## src/rtl/gray_pkg.sv

```systemverilog
// Shared Gray-code helpers and the tracker FSM state encoding.
// Functions operate on MaxWidth bits; narrower codes are zero-extended.
package gray_pkg;

    localparam int unsigned MaxWidth = 16;

    typedef logic [1:0] state_t;

    localparam state_t StUnlocked = 2'd0;
    localparam state_t StTrack    = 2'd1;
    localparam state_t StFault    = 2'd2;

    function automatic logic [MaxWidth-1:0] bin_to_gray(input logic [MaxWidth-1:0] b);
        return b ^ (b >> 1);
    endfunction

    // Zero-extended upper gray bits decode to zero, so the low bits hold the narrow result.
    function automatic logic [MaxWidth-1:0] gray_to_bin(input logic [MaxWidth-1:0] g);
        logic [MaxWidth-1:0] b;
        b[MaxWidth-1] = g[MaxWidth-1];
        for (int i = MaxWidth - 2; i >= 0; i--) begin
            b[i] = b[i+1] ^ g[i];
        end
        return b;
    endfunction

endpackage

```

## src/rtl/gray2bin.sv

```systemverilog
// Purely combinational Gray-to-binary decoder of parameterised width.
module gray2bin
    import gray_pkg::*;
#(
    parameter int unsigned WIDTH = 4
) (
    input  logic [WIDTH-1:0] gray_i,
    output logic [WIDTH-1:0] bin_o
);

    logic [MaxWidth-1:0] bin_full;
    logic                unused_bits;

    assign bin_full    = gray_to_bin(MaxWidth'(gray_i));
    assign bin_o       = bin_full[WIDTH-1:0];
    assign unused_bits = ^bin_full;

endmodule

```

## src/rtl/gray_to_binary_tracker.sv

```systemverilog
// Decodes a Gray-coded position stream, tracks direction and wrap count,
// and flags illegal (non-unit) steps. One-entry registered output stage.
module gray_to_binary_tracker
    import gray_pkg::*;
#(
    parameter int unsigned WIDTH = 4,
    parameter int unsigned WRAPW = 8
) (
    input  logic             clk,
    input  logic             rst,
    input  logic [WIDTH-1:0] gray_in,
    input  logic             in_valid,
    output logic             in_ready,
    output logic [WIDTH-1:0] bin_out,
    output logic             out_valid,
    input  logic             out_ready,
    output logic             dir,
    output logic             step_err,
    output logic             locked,
    output logic [WRAPW-1:0] wrap_cnt,
    input  logic             err_clr
);

    state_t           state_q, state_d;
    logic [WIDTH-1:0] bin_q, bin_d;
    logic [WIDTH-1:0] prev_q, prev_d;
    logic             out_valid_q, out_valid_d;
    logic             dir_q, dir_d;
    logic             step_err_q, step_err_d;
    logic             locked_q, locked_d;
    logic [WRAPW-1:0] wrap_q, wrap_d;

    logic [WIDTH-1:0] bin_new;
    logic [WIDTH-1:0] delta;
    logic             accept;

    gray2bin #(
        .WIDTH (WIDTH)
    ) u_gray2bin (
        .gray_i (gray_in),
        .bin_o  (bin_new)
    );

    assign in_ready = !out_valid_q || out_ready;
    assign accept   = in_valid && in_ready;
    assign delta    = bin_new - prev_q;

    always_comb begin
        state_d     = state_q;
        bin_d       = bin_q;
        prev_d      = prev_q;
        out_valid_d = out_valid_q;
        dir_d       = dir_q;
        step_err_d  = step_err_q;
        locked_d    = locked_q;
        wrap_d      = wrap_q;

        if (accept) begin
            out_valid_d = 1'b1;
            bin_d       = bin_new;
        end else if (out_ready) begin
            out_valid_d = 1'b0;
        end

        if (err_clr) begin
            step_err_d = 1'b0;
            locked_d   = 1'b0;
            wrap_d     = '0;
            state_d    = StUnlocked;
            // A sample arriving with the clear becomes the new reference.
            if (accept) begin
                prev_d   = bin_new;
                locked_d = 1'b1;
                state_d  = StTrack;
            end
        end else if (accept) begin
            prev_d = bin_new;
            case (state_q)
                StUnlocked: begin
                    locked_d = 1'b1;
                    state_d  = StTrack;
                end
                StTrack: begin
                    if (delta == '0) begin
                        dir_d = dir_q;
                    end else if (delta == WIDTH'(1)) begin
                        dir_d = 1'b1;
                        if (prev_q == {WIDTH{1'b1}} && bin_new == '0) begin
                            wrap_d = wrap_q + WRAPW'(1);
                        end
                    end else if (delta == {WIDTH{1'b1}}) begin
                        dir_d = 1'b0;
                        if (prev_q == '0 && bin_new == {WIDTH{1'b1}}) begin
                            wrap_d = wrap_q - WRAPW'(1);
                        end
                    end else begin
                        step_err_d = 1'b1;
                        state_d    = StFault;
                    end
                end
                StFault: begin
                    step_err_d = 1'b1;
                    locked_d   = 1'b1;
                end
                default: begin
                    locked_d = 1'b1;
                    state_d  = StTrack;
                end
            endcase
        end
    end

    always_ff @(posedge clk) begin
        if (rst) begin
            state_q     <= StUnlocked;
            bin_q       <= '0;
            prev_q      <= '0;
            out_valid_q <= 1'b0;
            dir_q       <= 1'b1;
            step_err_q  <= 1'b0;
            locked_q    <= 1'b0;
            wrap_q      <= '0;
        end else begin
            state_q     <= state_d;
            bin_q       <= bin_d;
            prev_q      <= prev_d;
            out_valid_q <= out_valid_d;
            dir_q       <= dir_d;
            step_err_q  <= step_err_d;
            locked_q    <= locked_d;
            wrap_q      <= wrap_d;
        end
    end

    assign bin_out   = bin_q;
    assign out_valid = out_valid_q;
    assign dir       = dir_q;
    assign step_err  = step_err_q;
    assign locked    = locked_q;
    assign wrap_cnt  = wrap_q;

endmodule

```

## config.mk

```make
export PLATFORM = sky130hd
export DESIGN_NAME = gray_to_binary_tracker
export DESIGN_NICKNAME = d
export VERILOG_FILES = /design/src/rtl/gray_pkg.sv /design/src/rtl/gray2bin.sv /design/src/rtl/gray_to_binary_tracker.sv
export SDC_FILE = /design/constraint.sdc
export NUM_CORES = 1
export LEC_CHECK = 0
export BUFFER_PORTS_ARGS = -buffer_cell sky130_fd_sc_hd__clkbuf_2
export CAP_MARGIN = 0
export CORE_MARGIN = 8
export CORE_UTILIZATION = 49
export DETAILED_ROUTE_END_ITERATION = 7
export PLACE_DENSITY_LB_ADDON = 0.15
export RECOVER_POWER = 50
export SKIP_LAST_GASP = 1
export SLEW_MARGIN = 20
export SYNTH_ARGS = -nofsm -noshare
export SYNTH_HDL_FRONTEND = slang
export SYNTH_HIERARCHICAL = 1
export SYNTH_SLANG_ARGS = --single-unit
```

## constraint.sdc

```tcl
create_clock -name clk -period 4 [get_ports clk]
set_clock_uncertainty 0.1 [all_clocks]
set_input_delay 0.2 -clock clk [delete_from_list [all_inputs] [get_ports clk]]
set_output_delay 0.2 -clock clk [all_outputs]
set_load 0.02 [all_outputs]
```

== After elaboration in Yosys (flattened, before gate mapping) ==
Index checks and enable logic that the tools add are counted.
Word-level totals
  bits in registers: 18
  input bits: 9
  logic and storage cells: 72
Cells by class
  $add $sub $neg: 3
  equal/unequal tests: 15
  mux-type cells: 23
  bitwise operators: 5
  reduce and logical (&&, ||, !) cells: 19
Operators by type and width (number)
  $mux W8: 4
  $reduce_and A5 Y1: 3
  $eq A4 B4 Y1 const B: 3
  $logic_not A4 Y1: 3
  $mux W1: 12
  $mux W2: 5
  $ne A2 B2 Y1 const B: 5
  $reduce_bool A2 Y1: 5
  $ne A3 B3 Y1 const B: 3
  $add A8 B1 Y8 const B: 1
  $sub A8 B1 Y8 const B: 1
  $reduce_and A6 Y1: 1
  $eq A4 B1 Y1 const B: 1
  $pmux W2 S2: 1
  $sub A4 B4 Y4: 1
  $logic_and A1 B1 Y1: 3
  $xor A1 B1 Y1: 3
  $eq A2 B1 Y1 const B: 1
  $eq A2 B2 Y1 const B: 1
  $ne A2 B1 Y1 const B: 1
  $not A1 Y1: 2
  $pmux W1 S2: 1
  $reduce_and A2 Y1: 1
  $reduce_or A2 Y1: 1
  other kinds (2): 2

== Depth between registers and ports, before layout ==
Gate-level depths: netlist of the first run.
  depth in word-level cells: 11
  depth in mapped cells: 16

== By module ==
Netlist of the first run, hierarchy kept.
Modules (own cells, without submodules)
  gray_to_binary_tracker: instances 1, cells each 143, area each 1213.7 sq um, seq. area each 360.3 sq um
  gray2bin: instances 1, cells each 5, area each 50.0 sq um, seq. area each 0.0 sq um

== Least setup slack after synthesis of the first run ==
OpenSTA, ideal clock, no wires.
  kind: input -> register
  from: input port gray_in[2]
  to: register wrap_q[7] (netlist: wrap_cnt[7])
  setup time: 71 ps
  arrival time: 4006 ps
  data required time: 3829 ps
  path slack: -177 ps
  cell stages on the path: 14
  cells stage by stage: xor2_2 -> xor2_1 -> ha_1 -> and3b_1 -> or3_4 -> a2111oi_4 -> inv_1 -> ha_1 -> a21o_1 -> o211ai_1 -> a31oi_1 -> xor2_1 -> or4_1 -> a21oi_1
Between the ends
  word-level cells in the longest chain between the ends: 7
  elaborated cells between the ends (all ways): 17
  classes of those cells: add/sub: 1; eq/ne: 4; mux: 1; bitwise: 4; reduce/logical: 7
Ends and longest elaborated chain
  from (decl): RTL line gray_to_binary_tracker.sv:11  | input logic [WIDTH-1:0] gray_in,
  $xor A1 B1 Y1 (*) (2 in series): RTL line gray_pkg.sv:22  | b[i] = b[i+1] ^ g[i];
  named net bin_new[1]: RTL line gray_to_binary_tracker.sv:33  | logic [WIDTH-1:0] bin_new;
  $xor A1 B1 Y1: RTL line gray_pkg.sv:22
  $sub A4 B4 Y4, or another cell as far along: RTL line gray_to_binary_tracker.sv:46  | assign delta = bin_new - prev_q;
  $eq A4 B1 Y1, or another cell as far along: RTL line gray_to_binary_tracker.sv:86  | end else if (delta == WIDTH'(1)) begin
  $ne A2 B1 Y1 (no source line), or another cell as far along
  $reduce_and A6 Y1 (no source line)
  to (signal assigned): RTL line gray_to_binary_tracker.sv:131  | wrap_q <= wrap_d;
  to (decl): RTL line gray_to_binary_tracker.sv:31  | logic [WRAPW-1:0] wrap_q, wrap_d;
Mark *: on every way through the listed nets, which the timed path passes. The rest lies on a longest branch.
A chain may end at the register's enable or synchronous reset.

== Worst setup path after layout of the first run ==
  from: input port gray_in[3]
  to: register wrap_q[7] (netlist: wrap_cnt[7])
Between the ends
  word-level cells in the longest chain between the ends: 7
  elaborated cells between the ends (all ways): 17
  classes of those cells: add/sub: 1; eq/ne: 4; mux: 1; bitwise: 4; reduce/logical: 7
Ends and longest elaborated chain (RTL line)
  $xor A1 B1 Y1 (*): gray_pkg.sv:22
  named net bin_new[2]: gray_to_binary_tracker.sv:33
  $xor A1 B1 Y1 (*) (2 in series): gray_pkg.sv:22
  named net bin_new[0]: gray_to_binary_tracker.sv:33
  $sub A4 B4 Y4, or another cell as far along: gray_to_binary_tracker.sv:46
  $eq A4 B1 Y1, or another cell as far along: gray_to_binary_tracker.sv:86
  $ne A2 B1 Y1 (no source line), or another cell as far along
  $reduce_and A6 Y1 (no source line)
Marked as above.

==> results of run 1 <==
timing repair:
action                                  4_1_cts  5_1_grt
gates resized for setup                       0        1
setup buffers                                 0        0
endpoints found under the setup margin        0        1
placed cells by master, fill, tap and decap left out, types with 2 or more instances in the layout:
cell type,netlist,final
sky130_fd_sc_hd__a21o_1,2,2
sky130_fd_sc_hd__a21oi_1,17,17
sky130_fd_sc_hd__buf_4,1,4
sky130_fd_sc_hd__clkbuf_1,1,14
sky130_fd_sc_hd__clkbuf_2,0,11
sky130_fd_sc_hd__clkbuf_4,0,3
sky130_fd_sc_hd__dfxtp_1,18,18
sky130_fd_sc_hd__fa_1,2,2
sky130_fd_sc_hd__ha_1,10,10
sky130_fd_sc_hd__inv_1,11,10
sky130_fd_sc_hd__nand2_1,13,13
sky130_fd_sc_hd__nand2b_1,4,4
sky130_fd_sc_hd__nand3_1,4,4
sky130_fd_sc_hd__nand4_1,3,3
sky130_fd_sc_hd__nor2_1,3,3
sky130_fd_sc_hd__nor2b_1,2,2
sky130_fd_sc_hd__nor3_1,4,4
sky130_fd_sc_hd__nor4b_1,2,2
sky130_fd_sc_hd__o211ai_1,2,2
sky130_fd_sc_hd__o21a_1,2,2
sky130_fd_sc_hd__o21ai_0,12,12
sky130_fd_sc_hd__o31ai_1,2,2
sky130_fd_sc_hd__or4_1,2,2
sky130_fd_sc_hd__xnor2_1,4,4
sky130_fd_sc_hd__xor2_1,4,3
layout make-up:
cell class              instances  area [µm²]
clock buffers                   3        22.5
fillers                       229         991
inverters                      11        41.3
multi-input cells             116         865
flip-flops and latches         18         360
well taps                      30        37.5
repair buffers                 29         138
power groups by stage:
stage / registers, mW / clock network [mW] / logic [mW]
3_3_place_gp: 0.195 / 0 / 0.144
6_report: 0.191 / 0.0891 / 0.151
2_1_floorplan: 0.201 / 0 / 0.102
5_1_grt: 0.192 / 0.0988 / 0.165
3_5_place_dp: 0.195 / 0 / 0.149
4_1_cts: 0.191 / 0.0929 / 0.149
state kept, by name, indices dropped and copies added, names as in the netlist:
register   flops
state_q        2
dir            1
prev_q         4
wrap_cnt       8
out_valid      1
step_err       1
locked         1
logic make-up after synthesis:
logic type	Yosys count	synth area share (%)
compound gates	46	24.4
simple gates	47	21.0
xor+xnor	9	6.83
fa+ha+maj	12	13.1
flops	18	28.5
buf+inv	14	4.55
mux	2	1.68
per-layer routing:
layer,part of all wire (%),track usage [%],up-vias
li1,-,-,596
met1,47,16.9,537
met2,49,23.4,20
met3,3.5,3.02,5
met4,1.0,4.00,0
met5,0,0,-
worst max-delay path by stage:
stage	slack (ns)	startpoint	end
2_1_floorplan	0.03	gray_in[2]	wrap_cnt[7]
3_3_place_gp	0.09	gray_in[3]	wrap_cnt[7]
3_5_place_dp	-0.09	gray_in[2]	wrap_cnt[7]
4_1_cts	0.22	gray_in[2]	wrap_cnt[7]
5_1_grt	0.06	gray_in[2]	wrap_cnt[7]
6_report	0.26	gray_in[3]	wrap_cnt[7]
worst max-delay path, cell delays in order:
cell                        delay, ns
sky130_fd_sc_hd__clkbuf_2        0.14
sky130_fd_sc_hd__xor2_4          0.26
sky130_fd_sc_hd__xnor2_1         0.15
sky130_fd_sc_hd__inv_1           0.11
sky130_fd_sc_hd__ha_1            0.16
sky130_fd_sc_hd__inv_1           0.05
sky130_fd_sc_hd__fa_1            0.38
sky130_fd_sc_hd__xor2_1          0.23
sky130_fd_sc_hd__a2111oi_4       0.37
sky130_fd_sc_hd__inv_2           0.11
sky130_fd_sc_hd__ha_1            0.30
sky130_fd_sc_hd__and3_1          0.21
sky130_fd_sc_hd__o211ai_1        0.24
sky130_fd_sc_hd__a31oi_1         0.13
sky130_fd_sc_hd__xor2_1          0.16
sky130_fd_sc_hd__or4_1           0.50
sky130_fd_sc_hd__a21oi_1         0.14
==> flow_results.org, run 1 <==
** Hold path
- The path with the worst hold slack has its endpoint at out_valid.
- Path class of the lowest-slack min-delay path :: in2reg
- Along the worst hold path, the cell count comes to 3.
- The worst hold path begins at in_valid.

** Power and ir drop
- The analysis attributes to net switching a power of 0.152 mW.
- Clock share of power :: 20.7%
- Summed over all cells, the static leakage comes to 0.541 nW.
- Max VDD drop :: 188 µV
- Internal power comes to 0.279 mW.
- Registers are responsible for 44.3% of the overall power.
- Final Power :: 0.431 mW
- For this design the ratio of total power to cell area is 294 mW/mm².
- Combinational Power Share :: 35.0%
- In this run switching power makes up 35.3% of total power.

** STA
- Across all hold checks on the routed design, the worst slack comes to 0.0384 ns.
- The number of slew-limit violations in the final report was 0.
- The hold violation total from the final report came to 0.
- After layout, the worst path uses 93.4% of the clock period.
- Final-layout setup total negative slack :: 0 ns
- Setup repair after global routing left no endpoint under its margin.
- The worst path meets setup with 0.263 ns of slack.
- Measured against its own limit, the worst slew margin works out to 55.1%.
- For the pin with the worst max-slew slack, the measured transition is 0.672 ns.
- The clock period could shrink to 3.74 ns.
- Achievable frequency :: 0.268 GHz
- Setup violations remaining at the end of the flow were counted as 0.

** Detailed routing
- Final WL :: 2970 µm
- The detailed router finished its first iteration with 37 violations.
- Vias per inst :: 5.59
- In the final routed layout, each cell accounts on average for 14.3 µm.
- Residual antenna-violating net count after detailed routing :: 0
- The pre-antenna-repair detailed-routing pass consisted of 4 iterations.
- Total number of vias :: 1158
- Remaining routing DRC violations :: 0

** Synthesis
- Cell count after synthesis :: 148
- Average footprint of a synthesized cell :: 8.54 µm²
- In the synthesized netlist, the cells that appear most often are sky130_fd_sc_hd__dfxtp_1 (18), sky130_fd_sc_hd__a21oi_1 (17), sky130_fd_sc_hd__nand2_1 (13), sky130_fd_sc_hd__o21ai_0 (12), sky130_fd_sc_hd__inv_1 (11).
- In this run, synthesis inferred 0 flip-flops with an integrated enable.
- During synthesis, Yosys emitted a total of 6 warnings.
- The cell area that synthesis handed to floorplanning was 0.00126 mm².
- Library cell with the highest instance count after synthesis :: sky130_fd_sc_hd__dfxtp_1
- Fraction of registers with async set or reset after synthesis :: 0%
- The most used flip-flop cell after synthesis is sky130_fd_sc_hd__dfxtp_1.
- Synth area leaders :: sky130_fd_sc_hd__dfxtp_1 (29%), sky130_fd_sc_hd__ha_1 (9.9%), sky130_fd_sc_hd__a21oi_1 (6.7%)
- Summing the sequential cell areas from Yosys gives 28.5% of the chip area.
- The number of nets handed over by synthesis was 169.
- #FFs+latches synth :: 18
- The synthesized design devotes to its leading area cell type 28.5% of total area.
- The biggest area contributor in the post-synthesis netlist is sky130_fd_sc_hd__dfxtp_1.
- Synthesis instantiated 46 different standard cells from the library.

** Worst setup path
- Measured in cells, the most critical reg-to-reg path has a length of 13.
- Critical Path RT :: 4.13 ns
- The critical path in this run is classified as in2reg.
- Critical register-to-register path startpoint :: prev_q[2]
- FF-to-FF End :: wrap_cnt[7]
- In this run the register-to-register setup slack is 0.28 ns.
- CP startpoint kind :: primary input
- Data on the critical path arrives at its endpoint at 3.86 ns.
- Of all nets on the critical path, the largest fanout is 6.
- Capturing element type of the critical path :: flip-flop

** Placed design
- Including well taps, the total number of placed cells is 204.
- Number of port buffers :: 25
- Final weighted congestion of routability-driven global placement :: 0.842
- Worst slack, placed :: -0.0860 ns
- Placement Cell Area :: 0.00145 mm²
- Half-perimeter wire length of the detailed placement result :: 2330 µm

** Floorplanning
- Measured along the y axis, the die boundary spans 66.8 µm.
- Boundary Pins :: 26
- Die width :: 66.8 µm
- The die covers 0.00446 mm².
- Core footprint :: 0.00245 mm²
- Count of standard-cell rows :: 18
- Initial Util :: 51.5%

** Clocking
- In this run the deepest clock path goes through 2 buffers.
- Count of clock tree sinks :: 18
- Number of levels the H-tree was split into :: 1
- Count of hold buffers inserted by post-cts repair :: 0
- TritonCTS built the clock tree.
- Number of buffers inserted during clock tree synthesis :: 3
- CTS root buf :: sky130_fd_sc_hd__clkbuf_4
- Clock-pin slew was measured on the worst setup and hold paths at 0.10 ns.
- Clock latency reported for the late side of the worst-skew pair :: 0.28 ns

** Final layout
- After the last flow step, the layout net total stands at 200.
- Proportion of layout cells with a drive suffix above 1 :: 14.7%
- Final core occ :: 59.6%
- Final Instance Count excl. Fillers :: 207
- From synthesis to final layout, the design area changed by 15.8%.
- 0 antenna diodes ended up in the layout.
- Final instance area :: 0.00146 mm²

** Flow run
- Max-cap viol count :: 0

** Global routing
- Entering global routing, the biggest net connects 13 pins.
- Global-route wire length before repair :: 4930 µm
- Global routing consumed, over all layers together, 13.8% of the routing resources.
- Via count of the first global-routing pass :: 1089
- Number of antenna violations at the first check in global routing :: 0
- Final global-route overflow total :: 0

** Status
- The flow ran to the end, and the final reports show no timing, DRC or antenna violations.
(Power assumes the default switching activity.)
==> inputs of run 2 (changes only) <==
--- a/config.mk
+++ b/config.mk
@@ -8,7 +8,8 @@
 export BUFFER_PORTS_ARGS = -buffer_cell sky130_fd_sc_hd__clkbuf_2
 export CAP_MARGIN = 0
 export CORE_MARGIN = 8
-export CORE_UTILIZATION = 49
+export CORE_UTILIZATION = 51
+export CTS_BUF_LIST = sky130_fd_sc_hd__clkbuf_8
 export DETAILED_ROUTE_END_ITERATION = 7
 export PLACE_DENSITY_LB_ADDON = 0.15
 export RECOVER_POWER = 50
==> run 2 against run 1 <==
  * Sequential power hardly changed
  * Hold slack better by 0.051 ns
  * Sequential cell count stayed put
  * Routed wire length is 2.2% higher
==> flow_results.org, run 2 (synthesized netlist as in run 1, its figures left out) <==
** Status
- Result of the run :: completed (unchanged)

** Global routing
- The largest net degree at the start of global routing was 13 (unchanged).
- The initial antenna violation count is 0 (unchanged).
- Final global-route overflow total :: 0 (unchanged)
- GR Util All Layers :: 15.4% (was 13.8%)
- Global-route wire length before repair :: 5420 µm (was 4930 µm)
- The via count of the first global-routing pass was 1230 (was 1089).

** Final layout
- Post-synthesis to final-layout area growth :: 18.1% (was 15.8%)
- Nets@finish :: 201 (was 200)
- The count of inserted antenna diode cells is 0 (unchanged).
- Commonest non-fill, non-tap cells in the layout :: sky130_fd_sc_hd__dfxtp_1 (17), sky130_fd_sc_hd__a21oi_1 (16), sky130_fd_sc_hd__clkbuf_1 (16) (was sky130_fd_sc_hd__dfxtp_1 (18), sky130_fd_sc_hd__a21oi_1 (17), sky130_fd_sc_hd__clkbuf_1 (14))
- Flip-flop count of the largest register, all copies and words added :: 8 (unchanged)
- Final Instance Count excl. Fillers :: 208 (was 207)
- The commonest non-fill, non-tap cell in the layout was sky130_fd_sc_hd__dfxtp_1 (unchanged).
- Filler cell count :: 221 (was 229)
- Proportion of layout cells with a drive suffix above 1 :: 15.2% (was 14.7%)

** Floorplanning
- The row count came to 18 (unchanged).
- Die width :: 65.8 µm (was 66.8 µm)
- Overall die area :: 0.00433 mm² (was 0.00446 mm²)
- The area of the core region came to 0.00241 mm² (was 0.00245 mm²).
- Initial Util :: 52.4% (was 51.5%)
- The die boundary height came to 65.8 µm (was 66.8 µm).
- Boundary Pins :: 26 (unchanged)

** Clocking
- Post-CTS clock slew at the launch and capture registers of the worst setup and hold paths :: 0.06 ns (was 0.10 ns)
- The total number of H-tree levels was 1 (unchanged).
- The clock latency reported for the late side of the worst-skew pair is 0.24 ns (was 0.28 ns).
- Count of clock tree sinks :: 18 (unchanged)
- The clock tree from TritonCTS is yes (unchanged).
- The number of buffers added by the clock tree synthesis step was 3 (unchanged).
- The clock tree root driver cell was sky130_fd_sc_hd__clkbuf_8 (was sky130_fd_sc_hd__clkbuf_4).
- Maximum clock insertion buffer count :: 2 (unchanged)

** STA
- Worst relative slew slack :: 55.0% (was 55.1%)
- The ratio of final minimum period to clock period is 95.4% (was 93.4%).
- Unrepaired setup endpoints after global routing: false (unchanged).
- Final worst setup slack :: 0.186 ns (was 0.263 ns)
- Final hold violations :: 0 (unchanged)
- The highest clock frequency the design can meet was 0.262 GHz (was 0.268 GHz).
- The minimum clock period is 3.81 ns (was 3.74 ns).
- Hold WS :: 0.0898 ns (was 0.0384 ns)
- The final count of negative-setup-slack endpoints came to 0 (unchanged).
- The number of slew-limit violations in the final report was 0 (unchanged).
- Transition time at the pin with the least slew margin :: 0.674 ns (was 0.672 ns)

** Placed design
- The global placer's final weighted congestion is 0.855 (was 0.842).
- Worst slack, placed :: -0.124 ns (was -0.0860 ns)
- DP Cell Count :: 204 (unchanged)
- Half-perimeter wire length of the detailed placement result :: 2460 µm (was 2330 µm)
- The count of port buffers added during placement is 25 (unchanged).

** Detailed routing
- The ratio of routed vias to standard cells is 5.73 (was 5.59).
- The remaining antenna violation count after routing came to 0 (unchanged).
- The number of detailed-routing iterations run before antenna repair came to 4 (unchanged).
- Wirelength per Cell :: 14.6 µm (was 14.3 µm)
- The via count came to 1192 (was 1158).
- Remaining routing DRC violations :: 0 (unchanged)
- The detailed router's first-iteration violation count was 53 (was 37).
- Final WL :: 3030 µm (was 2970 µm)

** Power and ir drop
- Internal power :: 0.312 mW (was 0.279 mW)
- Combinational Power Share :: 32.6% (was 35.0%)
- Max VDD drop :: 224 µV (was 188 µV)
- Switching power share of the total :: 32.6% (was 35.3%)
- Leakage :: 0.547 nW (was 0.541 nW)
- The clock network power share is 26.0% (was 20.7%).
- Final Power :: 0.463 mW (was 0.431 mW)
- Switch Pwr :: 0.151 mW (was 0.152 mW)
- Total power per unit cell area :: 310 mW/mm² (was 294 mW/mm²)
- Proportion of power drawn by flip-flops and latches :: 41.4% (was 44.3%)

** Worst setup path
- Arrival time of data at the critical path endpoint :: 3.89 ns (was 3.86 ns)
- Critical-path maximum fanout :: 5 (was 6)
- The worst setup path category was in2reg (unchanged).
- The length in cells of the worst reg-to-reg path came to 13 (unchanged).
- CP startpoint kind :: primary input (unchanged)
- The capturing element type of the critical path is a flip-flop (unchanged).
- The data required time at the worst endpoint was 4.08 ns (was 4.13 ns).

** Hold path
- The count of cells along the worst hold path is 3 (unchanged).
- The worst hold path class is in2reg (unchanged).

** Flow run
- Max-cap viol count :: 0 (unchanged)
[run 2: final cells by class]
class | instances | area (µm²) | area share, %
Sequential cell | 18 | 362 | 24.2
Multi-Input combinational cell | 116 | 868 | 58.2
Timing Repair Buffer | 30 | 143 | 9.56
Tap cell | 30 | 37.5 | 2.51
Clock buffer | 3 | 41.3 | 2.77
Inverter | 11 | 41.3 | 2.77
[run 2: final timing paths]
kind              start           to  slack (ns)
max          gray_in[3]  wrap_cnt[7]        0.19
min            in_valid    out_valid        0.09
max reg2reg   prev_q[2]  wrap_cnt[7]        0.21
min reg2reg      locked       locked        0.37
[run 2: routing by layer]
layer  global-route usage (%)  wire (µm)  up-vias
met4                     4.63         31        0
met3                     3.39        124        4
met1                     19.2       1420      555
li1                         -          -      604
met2                     25.8       1460       29
met5                        0          0        -
[run 2: repair_timing]
item,in CTS,in global routing
hold buffers,0,0
setup endpoints to repair,0,1
resized for setup,0,3
setup buffers,0,1
[run 2: critical path: stages]
cell and delay [ns]:
sky130_fd_sc_hd__clkbuf_2 0.13, sky130_fd_sc_hd__xor2_4 0.21, sky130_fd_sc_hd__buf_4 0.16, sky130_fd_sc_hd__ha_1 0.32
sky130_fd_sc_hd__and3b_1 0.21, sky130_fd_sc_hd__or3_4 0.42, sky130_fd_sc_hd__a2111oi_4 0.41, sky130_fd_sc_hd__inv_2 0.12
sky130_fd_sc_hd__ha_1 0.34, sky130_fd_sc_hd__a21o_1 0.21, sky130_fd_sc_hd__o211ai_1 0.22, sky130_fd_sc_hd__a31oi_1 0.12
sky130_fd_sc_hd__xor2_1 0.16, sky130_fd_sc_hd__or4_1 0.53, sky130_fd_sc_hd__a21oi_2 0.14
[run 2: power groups by stage]
| stage | Combinational, mW | Sequential [mW] | Clock, mW |
|---|---|---|---|
| 2_1_floorplan | 0.102 | 0.201 | 0 |
| 3_3_place_gp | 0.143 | 0.195 | 0 |
| 3_5_place_dp | 0.149 | 0.195 | 0 |
| 6_report | 0.151 | 0.192 | 0.120 |
| 5_1_grt | 0.167 | 0.193 | 0.138 |
| 4_1_cts | 0.150 | 0.191 | 0.126 |
[run 2: through the flow]
| step | TNS (ns) | cell area (µm²) | util, % |
|---|---|---|---|
| finish | 0 | 1490 | 61.9 |
| global route | 0 | 1490 | 61.9 |
| CTS | 0 | 1490 | 61.8 |
| detailed placement | -0.124 | 1450 | 60.1 |
| global placement | 0 | 1450 | 60.1 |
| floorplan | 0 | 1270 | - |
==> inputs of run 3 (changes only) <==
--- a/config.mk
+++ b/config.mk
@@ -8,7 +8,7 @@
 export BUFFER_PORTS_ARGS = -buffer_cell sky130_fd_sc_hd__clkbuf_2
 export CAP_MARGIN = 0
 export CORE_MARGIN = 8
-export CORE_UTILIZATION = 51
+export CORE_UTILIZATION = 48
 export CTS_BUF_LIST = sky130_fd_sc_hd__clkbuf_8
 export DETAILED_ROUTE_END_ITERATION = 7
 export PLACE_DENSITY_LB_ADDON = 0.15
==> run 3 against run 2 <==
  * Non-clock buffer count rose by 1
  * Register-to-register slack better by 0.06 ns
  * Clock power increased by 5%
  * Hold slack lost 0.0041 ns
  * Total power increased by 1.9%
  * Sequential power about the same
  * Die area increased by 4.7%
  * Sequential share of layout area decreased by 0.18 points
  * Via count down 1.0%
  * Setup slack gained 0.071 ns
  * Combinational power hardly changed
==> flow_results.org, run 3 (synthesized netlist as in run 1, its figures left out) <==
** Status
- Result of the run: completed (unchanged).

** STA
- Worst relative slew slack :: 48.2% (was 55.0%)
- The final count of negative-setup-slack endpoints came to 0 (unchanged).
- Final-layout setup total negative slack :: 0 ns (unchanged)
- The ratio of final minimum period to clock period was 93.6% (was 95.4%).
- The transition time of the tightest slew-check pin was 0.775 ns (was 0.674 ns).
- Final Max Slew Viols :: 0 (unchanged)
- Min Tclk post-route :: 3.74 ns (was 3.81 ns)
- Achievable frequency :: 0.267 GHz (was 0.262 GHz)
- Final hold violations :: 0 (unchanged)

** Floorplanning
- The number of primary I/O pins came to 26 (unchanged).
- Count of standard-cell rows :: 18 (unchanged)
- The initial core utilization was 51.0% (was 52.4%).
- The die outline area was 0.00453 mm² (was 0.00433 mm²).
- Core footprint :: 0.00248 mm² (was 0.00241 mm²)
- The die boundary height came to 67.3 µm (was 65.8 µm).
- Die width :: 67.3 µm (was 65.8 µm)

** Detailed routing
- Remaining routing DRC violations :: 0 (unchanged)
- Total number of vias :: 1180 (was 1192)
- The number of detailed-routing iterations run before antenna repair came to 4 (unchanged).
- Starting DRC count in detailed routing :: 58 (was 53)
- The routed wire length on met3 was 72 µm (was 124 µm).
- The met1 routed wirelength after detailed routing came to 1470 µm (was 1420 µm).
- Vias per inst :: 5.65 (was 5.73)
- The routed length per instance is 14.2 µm (was 14.6 µm).
- Final WL :: 2970 µm (was 3030 µm)
- Residual antenna-violating net count after detailed routing :: 0 (unchanged)
- The top layer reached by signal wires was met4 (unchanged).
- Length of routed met2 wiring :: 1380 µm (was 1460 µm)

** Power and ir drop
- The combinational fraction of design power came to 32.7% (was 32.6%).
- Final Power :: 0.471 mW (was 0.463 mW)
- Switching power share of the total :: 33.3% (was 32.6%)
- Clock share of power :: 26.7% (was 26.0%)
- The sequential group share of total power came to 40.6% (was 41.4%).
- The cell-internal power came to 0.314 mW (was 0.312 mW).
- Leakage :: 0.557 nW (was 0.547 nW)
- The switching power is 0.157 mW (was 0.151 mW).
- The power density normalized to cell area was 313 mW/mm² (was 310 mW/mm²).
- The worst supply voltage drop on vdd is 325 µV (was 224 µV).

** Clocking
- The clock latency reported for the late side of the worst-skew pair was 0.25 ns (was 0.24 ns).
- Count of clock tree sinks :: 18 (unchanged)
- Number of levels the H-tree was split into :: 1 (unchanged)
- Post-CTS clock slew at the launch and capture registers of the worst setup and hold paths :: 0.07 ns (was 0.06 ns)
- The maximum buffer depth of the clock tree came to 2 (unchanged).
- Count of hold buffers inserted by post-cts repair :: 0 (unchanged)
- Number of buffers inserted during clock tree synthesis :: 3 (unchanged)
- The clock tree from TritonCTS is yes (unchanged).
- CTS root buf :: sky130_fd_sc_hd__clkbuf_8 (unchanged)

** Final layout
- Post-synthesis to final-layout area growth :: 19.0% (was 18.1%)
- Proportion of layout cells with a drive suffix above 1 :: 15.6% (was 15.2%)
- The total number of nets in the final design is 202 (was 201).
- Commonest non-fill, non-tap cells in the layout: sky130_fd_sc_hd__a21oi_1 (17), sky130_fd_sc_hd__dfxtp_1 (17), sky130_fd_sc_hd__clkbuf_1 (16) (was sky130_fd_sc_hd__dfxtp_1 (17), sky130_fd_sc_hd__a21oi_1 (16), sky130_fd_sc_hd__clkbuf_1 (16)).
- Final instance area :: 0.00150 mm² (was 0.00149 mm²)
- Flip-flop count of the largest register, all copies and words added :: 8 (unchanged)
- ANT cells :: 0 (unchanged)
- Final core occ :: 60.7% (was 61.9%)

** Worst setup path
- Critical path class :: in2reg (unchanged)
- The capturing element type of the critical path is a flip-flop (unchanged).
- The data required time at the worst endpoint came to 4.08 ns (about the same).
- CP startpoint kind :: primary input (unchanged)
- The buffering stage count on the worst path with inverters included came to 4 (was 3).
- The largest stage delay on the critical path was 0.50 ns (was 0.53 ns).
- Arrival time of data at the critical path endpoint :: 3.82 ns (was 3.89 ns)
- The cell with the biggest individual delay on the critical path is sky130_fd_sc_hd__or4_1 (unchanged).
- The largest fanout of any net on the critical path is 8 (was 5).
- Ordered list of cells on the worst path: clkbuf_2 -> xor2_4 -> xnor2_2 -> inv_1 -> ha_1 -> inv_1 -> fa_1 -> a2111oi_4 -> inv_2 -> ha_1 -> a21o_1 -> o211ai_1 -> a31oi_1 -> xor2_1 -> or4_1 -> a21oi_1 (was clkbuf_2 -> xor2_4 -> buf_4 -> ha_1 -> and3b_1 -> or3_4 -> a2111oi_4 -> inv_2 -> ha_1 -> a21o_1 -> o211ai_1 -> a31oi_1 -> xor2_1 -> or4_1 -> a21oi_2).
- The cell family contributing the most delay on the critical path is compound AO/OA/AOI/OAI gates (was simple AND/OR/NAND/NOR gates).

** Global routing
- Number of antenna violations at the first check in global routing :: 0 (unchanged)
- GR Util All Layers :: 14.1% (was 15.4%)
- The via count of the first global-routing pass is 1136 (was 1230).
- Pin count of the biggest net entering global routing :: 13 (unchanged)
- Final global-route overflow total :: 0 (unchanged)
- Global-route wire length before repair :: 5100 µm (was 5420 µm)

** Flow run
- Max-cap viol count :: 0 (unchanged)

** Placed design
- The global placer's final weighted congestion is 0.859 (was 0.855).
- Half-perimeter wire length of the detailed placement result :: 2330 µm (was 2460 µm)
- Placement Cell Area :: 0.00145 mm² (unchanged)
- The count of port buffers added during placement came to 25 (unchanged).

** Hold path
- The worst hold path class is in2reg (unchanged).
## run 3: cell count changes in the layout (fill, tap and decap cells not counted)
cell,delta
sky130_fd_sc_hd__a21oi_1,+1
sky130_fd_sc_hd__a21oi_2,-1
sky130_fd_sc_hd__buf_4,+1
sky130_fd_sc_hd__xnor2_1,-1
sky130_fd_sc_hd__xnor2_2,+1
## run 3: worst min-delay path, cell delays in order
cell and delay [ns]:
sky130_fd_sc_hd__clkbuf_2 0.10, sky130_fd_sc_hd__inv_1 0.05, sky130_fd_sc_hd__a21oi_1 0.05
## run 3: what timing repair did
| item | in CTS | in global routing |
|---|---|---|
| endpoints found under the setup margin | 0 | 1 |
| resized for setup | 0 | 3 |
| setup buffers | 0 | 2 |
## run 3: final timing paths
kind                                  from           to  slack [ns]  cells after the start
worst max register to register   prev_q[2]  wrap_cnt[7]        0.27                     13
worst min-delay path              in_valid    out_valid        0.09                      3
worst min register to register      locked       locked        0.38                      2
worst max-delay path            gray_in[3]  wrap_cnt[7]        0.26                     16
## run 3: stage by stage
stage,hold WS (ns),setup slack [ns],cells
after floorplan,0.229,0.0337,148
after global placement,0.340,0.0851,204
after detailed placement,0.355,-0.0326,204
after CTS,0.0828,0.229,207
after global routing,0.101,-0.00157,209
final,0.0857,0.257,209
## run 3: routing by layer
layer / global-route usage [%] / vias up
li1: - / 608
met2: 21.5 / 14
met5: 0 / -
met1: 19.0 / 552
met3: 2.65 / 6
met4: 6.01 / 0
## run 3: cell type report
cell class              count  area, µm²
multi-input cells         116        872
well taps                  30       37.5
fillers                   231        973
repair buffers             31        150
flip-flops and latches     18        362
inverters                  11       41.3
clock buffers               3       41.3
## run 3: power groups by stage
stage	combinational, mW	sequential, mW	clock [mW]
2_1_floorplan	0.102	0.201	0
3_3_place_gp	0.143	0.195	0
3_5_place_dp	0.148	0.195	0
4_1_cts	0.149	0.191	0.132
5_1_grt	0.169	0.192	0.140
6_report	0.154	0.191	0.126
